### src/rtl/ihadamard_16pt_stream.sv
// Streaming inverse 16-point Walsh-Hadamard transform: 16 coefficients in, four in-place butterfly stages, 16 rounded samples out.
// Define IHT_SAT_EN to clamp out-of-range samples and report them on sat_flag; otherwise samples wrap and sat_flag stays 0.
module ihadamard_16pt_stream #(
  parameter int IN_W  = 12,
  parameter int OUT_W = 8
) (
  input  logic             clk,
  input  logic             rst_n,
  input  logic             in_valid,
  output logic             in_ready,
  input  logic [IN_W-1:0]  in_data,
  output logic             out_valid,
  input  logic             out_ready,
  output logic [OUT_W-1:0] out_data,
  output logic             out_last,
  output logic             busy,
  output logic             sat_flag
);
  localparam int BW = IN_W + 4;
  localparam logic signed [BW:0] MAX_V = (BW+1)'(2**(OUT_W-1) - 1);
  localparam logic signed [BW:0] MIN_V = (BW+1)'(-(2**(OUT_W-1)));

  typedef enum logic [1:0] {LOAD = 2'd0, BFLY = 2'd1, OUT = 2'd2} state_t;

  state_t               state;
  logic [3:0]           cnt;
  logic [1:0]           stage;
  logic signed [BW-1:0] bank [16];
  logic signed [BW-1:0] bfly_next [16];
  logic [3:0]           mask;
  logic signed [BW-1:0] src;
  logic signed [BW:0]   rnd_sum;
  logic signed [BW:0]   rnd;
  logic [OUT_W-1:0]     samp;
  logic                 samp_ovf;

  // Stage s pairs i (bit s clear) with j = i|mask: i gets the sum, j the difference.
  assign mask = 4'd1 << stage;

  always_comb begin
    for (int i = 0; i < 16; i++) begin
      bfly_next[i] = '0;
      if ((4'(i) & mask) == 4'd0)
        bfly_next[i] = bank[i] + bank[4'(i) | mask];
      else
        bfly_next[i] = bank[4'(i) & ~mask] - bank[i];
    end
  end

  // Next sample to present: the first result straight out of the last stage, otherwise the following bank entry.
  assign src      = (state == BFLY) ? bfly_next[0] : bank[cnt + 4'd1];
  assign rnd_sum  = {src[BW-1], src} + (BW+1)'(8);
  assign rnd      = rnd_sum >>> 4;
  assign samp_ovf = (rnd > MAX_V) || (rnd < MIN_V);

`ifdef IHT_SAT_EN
  assign samp = !samp_ovf ? rnd[OUT_W-1:0]
              : rnd[BW]   ? {1'b1, {(OUT_W-1){1'b0}}}
              :             {1'b0, {(OUT_W-1){1'b1}}};
`else
  assign samp = rnd[OUT_W-1:0];
`endif

  // Handshakes: a beat occurs on a rising edge where valid && ready; valid/data stay stable while ready is low.
  always_ff @(posedge clk or negedge rst_n) begin
    if (!rst_n) begin
      state     <= LOAD;
      cnt       <= '0;
      stage     <= '0;
      in_ready  <= 1'b0;
      out_valid <= 1'b0;
      out_last  <= 1'b0;
      busy      <= 1'b0;
      sat_flag  <= 1'b0;
      out_data  <= '0;
    end else begin
      case (state)
        LOAD: begin
          in_ready <= 1'b1;
          if (in_valid && in_ready) begin
            cnt <= cnt + 4'd1;
            if (cnt == 4'd15) begin
              state    <= BFLY;
              stage    <= '0;
              cnt      <= '0;
              in_ready <= 1'b0;
              busy     <= 1'b1;
            end
          end
        end
        BFLY: begin
          stage <= stage + 2'd1;
          if (stage == 2'd3) begin
            state     <= OUT;
            out_valid <= 1'b1;
            out_last  <= 1'b0;
            out_data  <= samp;
`ifdef IHT_SAT_EN
            sat_flag  <= sat_flag | samp_ovf;
`else
            sat_flag  <= sat_flag & samp_ovf;  // holds its reset value of 0
`endif
          end
        end
        OUT: begin
          if (out_ready) begin
            if (cnt == 4'd15) begin
              state     <= LOAD;
              cnt       <= '0;
              out_valid <= 1'b0;
              out_last  <= 1'b0;
              busy      <= 1'b0;
              in_ready  <= 1'b1;
              sat_flag  <= 1'b0;
            end else begin
              cnt      <= cnt + 4'd1;
              out_data <= samp;
              out_last <= (cnt == 4'd14);
`ifdef IHT_SAT_EN
              sat_flag <= sat_flag | samp_ovf;
`else
              sat_flag <= sat_flag & samp_ovf;
`endif
            end
          end
        end
        default: state <= LOAD;
      endcase
    end
  end

  // Coefficient storage carries no reset: a frame is always fully reloaded before use.
  always_ff @(posedge clk) begin
    if (state == LOAD && in_valid && in_ready)
      bank[cnt] <= BW'($signed(in_data));
    else if (state == BFLY)
      for (int i = 0; i < 16; i++) bank[i] <= bfly_next[i];
  end

endmodule
### config.mk
export PLATFORM = sky130hd
export DESIGN_NAME = ihadamard_16pt_stream
export DESIGN_NICKNAME = d
export VERILOG_FILES = /design/src/rtl/ihadamard_16pt_stream.sv
export SDC_FILE = /design/constraint.sdc
export NUM_CORES = 2
export LEC_CHECK = 0
export ABC_AREA = 1
export CORE_MARGIN = 2
export CORE_UTILIZATION = 30
export DETAILED_ROUTE_END_ITERATION = 10
export MAX_ROUTING_LAYER = met4
export PLACE_DENSITY = 0.46
export SYNTH_ARGS = -nofsm -noshare
export SYNTH_HDL_FRONTEND = slang
export SYNTH_SLANG_ARGS = --single-unit
### constraint.sdc
create_clock -name clk -period 4.72 [get_ports clk]
set_input_delay 0.944 -clock clk [delete_from_list [all_inputs] [get_ports clk]]
set_output_delay 0.944 -clock clk [all_outputs]
set_load 0.05 [all_outputs]
==> run metrics <==
outcome completed; Post-DRT Antenna Nets 0; worst hold path type reg -> reg; Initial DRC Count 6532; chip width approximately 390 um; pin count of the biggest net entering global routing approximately 150; Final #Nets about 8400; Area contributors post-synth edfxtp_1 17%, nand2_1 15%, ha_1 13%, o21ai_0 10%, a21oi_1 8.7%; Arr. time, crit path just over 5 ns; main flop type after synthesis edfxtp_1; Final min period 4.67 ns; CP max stage cell dfrtp_1; first-pass GRT wire length 417 mm; leakage power ~0.027 uW; Max Clock Freq about 210 MHz; NetSw between 30000 and 40000 uW; Placed Cells ~9800; crit path from stage[0]; Worst setup SP type flip-flop; sequential fraction of the synthesis area 0.186; fraction of layout cells with a size suffix above 1 0.201; routed vias between 50000 and 60000; CTS root buffer clkbuf_16; post-synthesis instance total 6992; detailed-route vias per instance approximately 5.7; input/output buffers 28; largest stage delay on the critical path 0.41 ns; Power Dens Cells around 940 nW/um^2; Die Footprint 150000 um^2; EDFF count, synth 256; combinational share of power 0.878; Max IR drop VDD 0.000600 V; Flop pwr share 0.053; clock share of power 0.069; clock transition at the registers of the reported paths approximately 0.06 ns; worst setup path category reg -> reg; Synth Cell Area 44000 um^2; Warnings, synthesis 0; Crit path max-delay family buffers and inverters; R2R Path Start stage[0]; clock skew slightly below 0.02 ns; Inserted Clock Buffers just under 50; WHS Path Cells 2; WP buf/inv 9; Worst Path Max Fanout 20; post-synth top area cell edfxtp_1; clk_lat worst skew 0.68 ns; CTS tree done; Worst Path Required 5.09 ns; post-synth top area share 0.175; chip height 387 um; H-tree Lvls 2; worst hold slack approximately 0.49 ns; most used cell, CP buf_4; drt wl/cell around 31 um; Setup crit end bank[15][14]; switching share of power 0.574; Distinct cells, synth slightly above 50; number of global-route vias before repair about 53000; Hold Fails Final Rpt 0; setup slack, reg-to-reg approximately 0.050 ns; max_cap viols 0; CP Cell Sequence buf_4 -> ha_4 -> buf_4 -> buf_4 -> buf_12 -> buf_16 -> buf_6 -> nor2_1 -> o22ai_1 -> o21ai_1 -> a221oi_2 -> ha_1 -> inv_1 -> nor3_1 -> buf_4 -> nand4_1 -> o21ai_1 -> buf_4 -> or2_2 -> a21oi_1 -> a21oi_1 -> o21ai_1; RSZ-0062 raised after global routing true; Stages on worst setup path 22; Global Route Usage Sum 0.405; Setup crit end kind flip-flop; period utilization 0.989; antenna violations before repair 5; Internal Power 23200 uW; count of final setup violators 0; post-DP HPWL 249 mm; Net Count, Synth ~7500; Sink Count 277; share of synthesized registers carrying an async set or reset 0.0758; routability cong. 1.07; RR Endpoint bank[15][14]; final-report max-slew violation count 0; 1st-pass router iterations 6; CORE AREA 146000 um^2; clock tree buffer depth 3; Synth-to-Final Area Change 32.0%; Worst slew margin 0.0922; initial core utilization 0.302; Rows 140; Worst-Margin Slew approximately 1.4 ns; Avg Synthesized Cell Area around 6.3 um^2; # IOs 29; Reg2Reg Depth 22; DR DRC count 0; Post-Layout Cell Count between 9000 and 10000; total wire length slightly above 300 mm; post-synthesis register bit count about 280; grt ovf 0
-- layout by cell type (no fill, tap or decap), types with 32 or more instances in the layout --
cell	instances
nand2_1	1684
buf_4	1117
o21ai_0	789
inv_1	769
a21oi_1	728
ha_1	435
nor2_1	386
nand3_1	343
edfxtp_1	256
o211ai_1	137
xor2_1	107
o22ai_1	99
o21ai_1	78
clkbuf_16	62
or2_2	48
o221ai_1	47
xnor2_1	46
o21ai_2	37
a21oi_2	37
nor3_1	36
o31ai_1	36
a21o_1	35
o21a_1	32
-- layout make-up --
class                           count  area, um^2
Antenna cell                        7        17.5
Clock buffer                       63        1330
Clock inverter                     26         165
Fill cell                       15800       87600
Inverter                          792        3000
Multi-Input combinational cell   5592       32800
Sequential cell                   277        8220
Tap cell                         1917        2400
Timing Repair Buffer             1227       10200
-- synthesized netlist by cell type (15+ instances only) --
master       n
o21a_1      33
a21oi_1    765
nand4_1     21
a221oi_1    49
xnor2_1     46
edfxtp_1   256
o221ai_1    56
o211ai_1   137
a22oi_1     32
or2_2       48
o22ai_1    107
clkbuf_1   257
nor2_1     427
xor2_1     108
nand2_1   1716
nor3_1      36
a211oi_1    18
dfrtp_1     21
ha_1       461
a31oi_1     27
a21o_1      35
buf_2       30
nand3_1    357
inv_1      778
o21bai_1    15
o31ai_1     41
a21boi_0    29
buf_1       43
fa_1        30
and2_1      17
o21ai_0    901
-- repair_timing --
action	CTS	global route
gates cloned	0	11
hold buffers	0	0
gates resized for setup	56	384
pin swaps	2	38
endpoints found under the setup margin	55	85
setup buffers	0	26
-- sequential cells by signal, summed over array words and instances (netlist names), 2 cells and up --
name,cells
cnt,4
state,2
out_data,8
bank,256
stage,2
-- kinds of logic after synthesis --
family / synth area share
AO/OA/AOI/OAI: 0.296
XOR/XNOR: 0.0314
adder cells (fa/ha/maj): 0.145
buffers and inverters: 0.0966
flip-flops: 0.186
multiplexers: 0.000710
AND/OR/NAND/NOR: 0.244
-- tightest hold or removal path: stages, from the launching register on --
cell,delay (ns)
dfrtp_1,0.34
nand2_1,0.05
o21ai_0,0.06
-- stage by stage --
stage	TNS [ns]	instance area, um^2	utilization	setup slack, ns	power (uW)
2_1_floorplan	0	44000	-	0.214	25500
3_3_place_gp	-7.42	54800	0.376	-0.648	46900
3_5_place_dp	-7.78	54800	0.376	-0.621	46800
4_1_cts	-0.164	56400	0.387	-0.0954	51000
5_1_grt	-0.691	58100	0.399	-0.154	57800
6_report	0	58100	0.399	0.0503	54500
-- metal layers --
layer	up-vias	wire length, um	share of wire	track usage
met5	-	0	0	-
met4	0	28800	0.093	0.302
met3	851	19800	0.064	0.0483
met2	2743	134000	0.43	0.620
met1	27100	127000	0.41	0.489
li1	26200	-	-	-
-- power groups by stage --
stage / combinational (uW) / clock, uW / sequential, uW
after detailed placement: 43900 / 0 / 2920
after floorplan: 22500 / 0 / 3050
after CTS: 44300 / 3800 / 2870
after global placement: 44000 / 0 / 2910
final: 47900 / 3770 / 2870
after global routing: 51100 / 3850 / 2880
-- worst min path at each step --
stage                start           to  slack [ns]
2_1_floorplan     state[0]     state[1]        0.60
4_1_cts        out_data[2]  out_data[2]        0.49
3_3_place_gp          busy         busy        0.47
6_report       out_data[2]  out_data[2]        0.49
5_1_grt        out_data[2]  out_data[2]        0.53
3_5_place_dp   out_data[2]  out_data[2]        0.48
(Power assumes the default switching activity.)
